$ cat src/rtl/rv_pkg.sv
// Shared RV32 pipeline definitions: opcode field values, forward-select codes
// and the per-stage writer record used by the hazard unit.
package rv_pkg;

  localparam logic [4:0] OP_R      = 5'b01100;
  localparam logic [4:0] OP_B      = 5'b11000;
  localparam logic [4:0] OP_S      = 5'b01000;
  localparam logic [4:0] OP_I_CAL  = 5'b00100;
  localparam logic [4:0] OP_I_LOAD = 5'b00000;
  localparam logic [4:0] OP_LUI    = 5'b01101;
  localparam logic [4:0] OP_AUIPC  = 5'b00101;
  localparam logic [4:0] OP_JAL    = 5'b11011;
  localparam logic [4:0] OP_JALR   = 5'b11001;

  localparam logic [1:0] FWD_RF  = 2'b00;
  localparam logic [1:0] FWD_MEM = 2'b01;
  localparam logic [1:0] FWD_WB  = 2'b10;

  typedef struct packed {
    logic       valid;
    logic [4:0] rd;
    logic       wb;
    logic       late;
  } wr_rec_t;

  // A record only hazards a source it really writes; x0 never hazards.
  function automatic logic rec_hit(input wr_rec_t rec, input logic [4:0] rs);
    return rec.valid && rec.wb && (rec.rd != 5'd0) && (rec.rd == rs);
  endfunction

endpackage

$ cat src/rtl/rs_hazard_unit_if.sv
// ID-side request and EX-side select bundle between the pipeline and the hazard unit.
interface rs_hazard_unit_if #(
  parameter int unsigned CNT_W = 32
);
  logic [31:0]      id_inst;
  logic             id_valid;
  logic             flush;
  logic             stall;
  logic [1:0]       ex_fwd_a;
  logic [1:0]       ex_fwd_b;
  logic [CNT_W-1:0] stall_count;

  modport master (
    output id_inst, id_valid, flush,
    input  stall, ex_fwd_a, ex_fwd_b, stall_count
  );

  modport slave (
    input  id_inst, id_valid, flush,
    output stall, ex_fwd_a, ex_fwd_b, stall_count
  );
endinterface

$ cat src/rtl/rs_use_dec.sv
// Source-use and writer classification of one instruction.
module rs_use_dec
  import rv_pkg::*;
(
  input  logic [31:0] inst,
  output logic [4:0]  rd,
  output logic [4:0]  rs1,
  output logic [4:0]  rs2,
  output logic        rs1_used,
  output logic        rs2_used,
  output logic        wb,
  output logic        late
);

  logic unused_bits;

  assign rd  = inst[11:7];
  assign rs1 = inst[19:15];
  assign rs2 = inst[24:20];
  assign unused_bits = ^{inst[31:25], inst[14:12], inst[1:0]};

  always_comb begin
    rs1_used = 1'b0;
    rs2_used = 1'b0;
    wb       = 1'b0;
    late     = 1'b0;
    unique case (inst[6:2])
      OP_R:      begin rs1_used = 1'b1; rs2_used = 1'b1; wb = 1'b1; end
      OP_B,
      OP_S:      begin rs1_used = 1'b1; rs2_used = 1'b1; end
      OP_I_CAL:  begin rs1_used = 1'b1; wb = 1'b1; end
      OP_I_LOAD: begin rs1_used = 1'b1; wb = 1'b1; late = 1'b1; end
      OP_JALR:   begin rs1_used = 1'b1; wb = 1'b1; late = 1'b1; end
      OP_LUI,
      OP_AUIPC:  wb = 1'b1;
      OP_JAL:    begin wb = 1'b1; late = 1'b1; end
      default:   ;
    endcase
  end

endmodule

$ cat src/rtl/rs_hazard_unit.sv
// Reader-side hazard unit: load-use stall and registered EX forward selects,
// derived from its own EX/MEM writer records.
module rs_hazard_unit
  import rv_pkg::*;
#(
  parameter int unsigned CNT_W = 32
) (
  input  logic             clk,
  input  logic             rst,
  rs_hazard_unit_if.slave  bus
);

  logic [4:0]       id_rd, id_rs1, id_rs2;
  logic             id_rs1_used, id_rs2_used, id_wb, id_late;
  logic             stall_c, load_ex_c;
  wr_rec_t          ex_q, ex_d, mem_q, mem_d;
  logic [1:0]       fwd_a_q, fwd_a_d, fwd_b_q, fwd_b_d;
  logic [CNT_W-1:0] cnt_q, cnt_d;

  rs_use_dec u_dec (
    .inst     (bus.id_inst),
    .rd       (id_rd),
    .rs1      (id_rs1),
    .rs2      (id_rs2),
    .rs1_used (id_rs1_used),
    .rs2_used (id_rs2_used),
    .wb       (id_wb),
    .late     (id_late)
  );

  // EX match wins; a late EX writer never reaches here because it stalls.
  function automatic logic [1:0] fwd_sel(input logic used, input logic [4:0] rs,
                                         input wr_rec_t ex, input wr_rec_t mem);
    if (!used)             return FWD_RF;
    if (rec_hit(ex, rs))   return FWD_MEM;
    if (rec_hit(mem, rs))  return FWD_WB;
    return FWD_RF;
  endfunction

  always_comb begin
    stall_c   = 1'b0;
    load_ex_c = 1'b0;
    ex_d      = '0;
    mem_d     = ex_q;
    fwd_a_d   = FWD_RF;
    fwd_b_d   = FWD_RF;

    stall_c = !bus.flush && bus.id_valid && ex_q.late &&
              ((id_rs1_used && rec_hit(ex_q, id_rs1)) ||
               (id_rs2_used && rec_hit(ex_q, id_rs2)));
    load_ex_c = bus.id_valid && !stall_c && !bus.flush;

    if (load_ex_c) begin
      ex_d    = '{valid: 1'b1, rd: id_rd, wb: id_wb, late: id_late};
      fwd_a_d = fwd_sel(id_rs1_used, id_rs1, ex_q, mem_q);
      fwd_b_d = fwd_sel(id_rs2_used, id_rs2, ex_q, mem_q);
    end

    cnt_d = cnt_q + CNT_W'(stall_c);
  end

  always_ff @(posedge clk) begin
    if (rst) begin
      ex_q    <= '0;
      mem_q   <= '0;
      fwd_a_q <= FWD_RF;
      fwd_b_q <= FWD_RF;
      cnt_q   <= '0;
    end else begin
      ex_q    <= ex_d;
      mem_q   <= mem_d;
      fwd_a_q <= fwd_a_d;
      fwd_b_q <= fwd_b_d;
      cnt_q   <= cnt_d;
    end
  end

  assign bus.stall       = stall_c;
  assign bus.ex_fwd_a    = fwd_a_q;
  assign bus.ex_fwd_b    = fwd_b_q;
  assign bus.stall_count = cnt_q;

endmodule

$ cat src/flat_wrapper.sv
// flat-port wrapper written by rule: the top's interface ports become plain ports
module rs_hazard_unit_flat import rv_pkg::*;
#(
  parameter int unsigned CNT_W = 32
)
  (clk, rst, bus_id_inst, bus_id_valid, bus_flush, bus_stall, bus_ex_fwd_a, bus_ex_fwd_b, bus_stall_count);
  rs_hazard_unit_if #(.CNT_W(CNT_W)) bus_i ();
  input  logic clk;
  input  logic rst;
  input wire logic [$bits(bus_i.id_inst)-1:0] bus_id_inst;
  input wire logic [$bits(bus_i.id_valid)-1:0] bus_id_valid;
  input wire logic [$bits(bus_i.flush)-1:0] bus_flush;
  output wire logic [$bits(bus_i.stall)-1:0] bus_stall;
  output wire logic [$bits(bus_i.ex_fwd_a)-1:0] bus_ex_fwd_a;
  output wire logic [$bits(bus_i.ex_fwd_b)-1:0] bus_ex_fwd_b;
  output wire logic [$bits(bus_i.stall_count)-1:0] bus_stall_count;
  assign bus_i.id_inst = bus_id_inst;
  assign bus_i.id_valid = bus_id_valid;
  assign bus_i.flush = bus_flush;
  assign bus_stall = bus_i.stall;
  assign bus_ex_fwd_a = bus_i.ex_fwd_a;
  assign bus_ex_fwd_b = bus_i.ex_fwd_b;
  assign bus_stall_count = bus_i.stall_count;
  rs_hazard_unit #(.CNT_W(CNT_W)) u_core (.clk(clk), .rst(rst), .bus(bus_i));
endmodule
$ cat config.mk
export PLATFORM = sky130hd
export DESIGN_NAME = rs_hazard_unit_flat
export DESIGN_NICKNAME = d
export VERILOG_FILES = /design/src/rtl/rv_pkg.sv /design/src/rtl/rs_hazard_unit_if.sv /design/src/rtl/rs_use_dec.sv /design/src/rtl/rs_hazard_unit.sv /design/src/flat_wrapper.sv
export SDC_FILE = /design/constraint.sdc
export NUM_CORES = 1
export LEC_CHECK = 0
export CELL_PAD_IN_SITES_DETAIL_PLACEMENT = 0
export CELL_PAD_IN_SITES_GLOBAL_PLACEMENT = 1
export CORE_MARGIN = 4
export CORE_UTILIZATION = 35
export DETAILED_ROUTE_END_ITERATION = 10
export PLACE_DENSITY_LB_ADDON = 0.3
export SYNTH_ARGS = -nofsm -noshare
export SYNTH_HDL_FRONTEND = slang
export SYNTH_HIERARCHICAL = 1
export SYNTH_SLANG_ARGS = --single-unit
export TNS_END_PERCENT = 20
$ cat constraint.sdc
create_clock -name clk -period 5.05 [get_ports clk]
set_input_delay 0.7575 -clock clk [delete_from_list [all_inputs] [get_ports clk]]
set_output_delay 0.7575 -clock clk [all_outputs]
set_load 0.02 [all_outputs]
* Word level (Yosys, flattened, before mapping)
Cells that the tools add are included.
Word-level totals: register bits 51, bits in latches 0, memory bits (writable) 0, memory bits (read-only) 0, input port bits 36, logic and storage cells 85, memories kept 0
Operators by class: add/subtract/negate cells 1, multipliers 0, divide/modulo/power cells 0, magnitude comparators 0, equal/unequal tests 12, shifts and indexed selects 0, multiplexer cells 35, bitwise gates (word level) 1, reductions and logical operators 26
Operators by type and width (number):
- $add A32 B1 Y32 | 1
- $mux W2 | 12
- $mux W1 | 22
- $eq A5 B5 Y1 | 4
- $eq A5 B4 Y1 const B | 3
- $eq A5 B5 Y1 const B | 3
- $logic_and A1 B1 Y1 | 15
- $eq A5 B3 Y1 const B | 2
- $reduce_bool A5 Y1 | 2
- $mux W8 | 1
- $reduce_or A7 Y1 | 1
- $reduce_or A3 Y1 | 2
- $reduce_or A6 Y1 | 1
- $logic_not A5 Y1 | 1
- $logic_not A1 Y1 | 2
- $reduce_or A2 Y1 | 1
- $logic_or A1 B1 Y1 | 1
- $not A1 Y1 | 1

* Logic depth before layout (Yosys ltp)
depth after elaboration 18, mapped depth 14

* Hierarchy
Netlist, hierarchy kept.
By module, submodules not included:
- rs_hazard_unit | instances 1, cells an instance 256, area each 2351.0 sq um, sequential area each 1021.0 sq um
- rs_use_dec | instances 1, cells an instance 26, area each 187.7 sq um, sequential area each 0.0 sq um

* Least setup slack after synthesis
Ideal clock, no wire load.
path kind input to register, from in bus_id_inst[2], to reg u_core.cnt_q[24] (netlist: u_core/bus.stall_count[24]), arrival time 4.025 ns, required time 4.980 ns, path slack 0.955 ns, cell stages on the path 13, path through or2_2 -> a21oi_1 -> nand2_1 -> nor4_2 -> o211a_1 -> ha_1 -> ha_1 -> inv_1 -> or4_1 -> buf_2 -> buf_6 -> or4_1 -> a21oi_1
Between the ends: cells in the longest elaborated chain, start to end 7
Ends and longest elaborated chain:
- start, declared | line flat_wrapper.sv:10 | input wire logic [$bits(bus_i.id_inst)-1:0] bus_id_inst;
- $eq A5 B5 Y1, or another cell as far along | line rs_use_dec.sv:27 | unique case (inst[6:2])
- $reduce_or A6 Y1 (no source line) *
- $mux W1 * | line rs_use_dec.sv:27
- net u_core.id_rs1_used | line rs_hazard_unit.sv:14 | logic id_rs1_used, id_rs2_used, id_wb, id_late;
- $logic_and A1 B1 Y1 * | line rs_hazard_unit.sv:49 | ((id_rs1_used && rec_hit(ex_q, id_rs1)) ||
- $logic_or A1 B1 Y1 * | line rs_hazard_unit.sv:49
- $logic_and A1 B1 Y1 * | line rs_hazard_unit.sv:48 | stall_c = !bus.flush && bus.id_valid && ex_q.late &&
- net bus_stall | line flat_wrapper.sv:13 | output wire logic [$bits(bus_i.stall)-1:0] bus_stall;
- $add A32 B1 Y32 * | line rs_hazard_unit.sv:59 | cnt_d = cnt_q + CNT_W'(stall_c);
- end signal, assigned | line rs_hazard_unit.sv:74 | cnt_q <= cnt_d;
- end, declared | line rs_hazard_unit.sv:18 | logic [CNT_W-1:0] cnt_q, cnt_d;
Mark *: on every way through the listed nets, which the timed path passes. The rest lies on a longest branch. A chain may end at the register's enable or synchronous reset.

* Worst setup path in the final report
from in bus_id_inst[5], to reg u_core.cnt_q[30] (netlist: u_core/bus.stall_count[30])
Between the ends: cells in the longest elaborated chain, start to end 7
Ends and longest elaborated chain:
- $eq A5 B4 Y1 or $eq A5 B5 Y1 (tied branches) | line rs_use_dec.sv:27
- $reduce_or A3 Y1 (no source line) *
- $mux W1 * | line rs_use_dec.sv:27
- net u_core.id_rs2_used | line rs_hazard_unit.sv:14
- $logic_and A1 B1 Y1 * | line rs_hazard_unit.sv:50 | (id_rs2_used && rec_hit(ex_q, id_rs2)));
- $logic_or A1 B1 Y1 * | line rs_hazard_unit.sv:49
- $logic_and A1 B1 Y1 * | line rs_hazard_unit.sv:48
- $add A32 B1 Y32 * | line rs_hazard_unit.sv:59
Marked as above.

==> out/qor.yml <==
status: "finished, final reports clean"
grt_start_max_net_pins: 42
syn_nets: 320
powerDensity_nw_per_um2: 211
cts_tree: "done"
ant_nets: 0
p_comb_share_pct: 7.4
holdPathStages: 2
dr.pass1.iters: 4
worst-slew-pin-transition_ns: 0.530
diodes: 0
pwr-share-clk_pct: 32.8
htree_num_levels: 2
crit_slowest_cell: "clkdlybuf4s50_1"
worstPathCellList: "clkdlybuf4s50_1 > inv_1 > a2111oi_0 > buf_4 > and2_1 > o2111ai_1 > nor3_1 > o211a_1 > ha_1 > ha_1 > inv_1 > or4_1 > buf_4 > or4_1 > a21oi_1"
grt_pass1_wl_mm: 9.91
p_sw_share_pct: 22.0
drtIter0Drc: 105
tns_ns: 0
synth_cell_types: 40
skew_ns: 0.0111
start_kind: "primary input"
setup_ws_ns: 0.852
setup.worst_path.class: "primary input to flip-flop"
drive_gt1_share_pct: 6.04
max_stage_delay_ns: 0.56
min_path_type: "flip-flop to flip-flop"
p_sw_uw: 150
maxCapViolCount: 0
hold_buffers: 0
synthCells: 282
initial_core_util_pct: 36.8
antenna_found_initial: 0
end_kind: "flip-flop"
hpwl_mm: 4.28
rsz0062_at_grt: "no"
critPathRequiredTime_ns: 5.28
die_y_um: 93.2
synthArstFlopShare_pct: 0
relSlewSlack_pct: 64.4
layout_common_cells: "60 x clkdlybuf4s50_1, 51 x dfxtp_1, 19 x or4_1, 19 x a21oi_1"
synth_area_um2: 2540
core-area_um2: 6910
final_common_cell: "clkdlybuf4s50_1"
period_needed_ns: 4.20
hold_slack_ns: 0.493
setup_violations: 0
dp_slack_ns: 0.552
io_buffers: 60
ir_worst_vdd_mv: 0.113
die_w_um: 93.2
cp_data_arrival_time_ns: 4.43
synth-edff-count: 0
drcViolationCount: 0
p_int_uw: 530
post_cts_resized: 0
syn_to_final_growth_pct: 27.1
gp_congestion: 0.790
clk_pin_slew_ns: 0.09
post_cts_buffers: 0
max_freq_ghz: 0.238
slew_violations: 0
clk_latency_ns: 0.30
ios: 73
synth_ff_type: "dfxtp_1"
hold_viol_final: 0
via_per_inst: 5.12
cts.sinks: 51
dieArea_um2: 8680
syn_area_per_cell_um2: 9.00
finalCritPeriodShare_pct: 83.1
numCtsBuffers: 5
leakage_nw: 1.04
vias: 2188
n_fill_cell: 703
placedCellCount: 419
p_seq_share_pct: 59.8
utilization_pct: 46.7
track_usage_pct: 14.1
fin_nets: 368
ys_warn_count: 6
wl_per_cell_um: 14.0
rows: 30
ys_seq_elements: 51
cp_max_fo: 16
r2r.worst_path.cells: 11
clockRootBuffer: "clkbuf_8"
cts.path.max_buffers: 2
layout.cells.non_filler: 427
grt_pass1_vias: 2061
drt_wl_total_mm: 5.96
yosysSeqAreaShare_pct: 40.2
overflow: 0
==> synthesized netlist by cell type (2+ instances only) <==
cell type / number / area, um2
nand2_1: 17 / 63.8
nor4_1: 6 / 37.5
xor2_1: 15 / 131
o31ai_1: 15 / 113
and3_1: 3 / 18.8
and2_1: 2 / 12.5
nor2b_1: 10 / 62.6
or3_1: 4 / 25.0
o211ai_1: 2 / 15.0
a21oi_1: 19 / 95.1
xnor2_1: 17 / 149
nand4_1: 10 / 62.6
and4b_1: 2 / 20.0
nor2_1: 14 / 52.6
clkbuf_1: 7 / 26.3
or4_1: 19 / 143
buf_2: 2 / 10.0
o21ai_0: 4 / 20.0
nor3_1: 4 / 20.0
inv_1: 4 / 15.0
or2_2: 2 / 12.5
nand3_1: 13 / 65.1
buf_4: 15 / 113
dfxtp_1: 51 / 1020
ha_1: 2 / 25.0
and4_1: 2 / 17.5
nor3b_1: 8 / 60.1
==> power groups by stage <==
stage,sequential (mW),combinational (mW),clock (mW)
floorplan,0.416,0.0323,0
global placement,0.416,0.0500,0
detailed placement,0.416,0.0505,0
CTS,0.407,0.0507,0.235
global route,0.408,0.0546,0.250
finish,0.407,0.0503,0.223
==> final timing paths <==
check,start,to,slack (ns)
min reg2reg,u_core/bus.stall_count[31]$_SDFF_PP0_,u_core/bus.stall_count[31]$_SDFF_PP0_,0.49
max reg2reg,u_core/ex_q[4]$_SDFF_PP0_,u_core/bus.stall_count[30]$_SDFF_PP0_,1.88
min,u_core/bus.stall_count[31]$_SDFF_PP0_,u_core/bus.stall_count[31]$_SDFF_PP0_,0.49
max,bus_id_inst[5],u_core/bus.stall_count[30]$_SDFF_PP0_,0.85
==> cell type report <==
cell class	instances	area (um2)	share of cell area, %
multi-input combinational	202	1340	41.6
clock inverter	1	5.00	0.155
clock buffer	7	76.3	2.37
tap	96	120	3.72
inverter	4	15.0	0.465
timing repair buffer	66	646	20.0
sequential	51	1020	31.7
==> stage by stage <==
step	total power [mW]	cell area [um2]
finish	0.680	3230
global route	0.712	3230
CTS	0.693	3230
detailed placement	0.467	3140
global placement	0.467	3140
floorplan	0.448	2540
==> registers in the layout, summed over array words and instances, names as in the netlist <==
name	flops
u_core/mem_q	7
u_core/ex_q	8
u_core/bus.stall_count	32
u_core/bus.ex_fwd_a	2
u_core/bus.ex_fwd_b	2
==> cell families (layout without fill, tap and decap cells) <==
logic type,Yosys count,after routing,synth area share (%)
compound gates,44,44,11.0
xor+xnor,32,32,11.0
fa+ha+maj,2,2,0.986
buf+inv,29,78,6.90
flops,51,51,40.2
mux,1,1,0.444
simple gates,123,123,29.4
==> routing by layer <==
| layer | vias to the layer above | track usage [%] | routed length, um |
|---|---|---|---|
| met4 | 0 | 4.40 | 61 |
| li1 | 1117 | - | - |
| met1 | 1004 | 19.7 | 2950 |
| met5 | - | 0 | 0 |
| met3 | 9 | 3.22 | 253 |
| met2 | 58 | 21.6 | 2690 |
==> critical path, delay by kind of cell <==
| kind | cells | cell delay [ns] |
|---|---|---|
| adders and majority gates | 2 | 0.39 |
| and+or+nand+nor | 4 | 1.28 |
| buffers and inverters | 5 | 1.08 |
| AOI/OAI and AO/OA | 4 | 0.92 |
No activity file was read; power rests on OpenSTA's default activity.
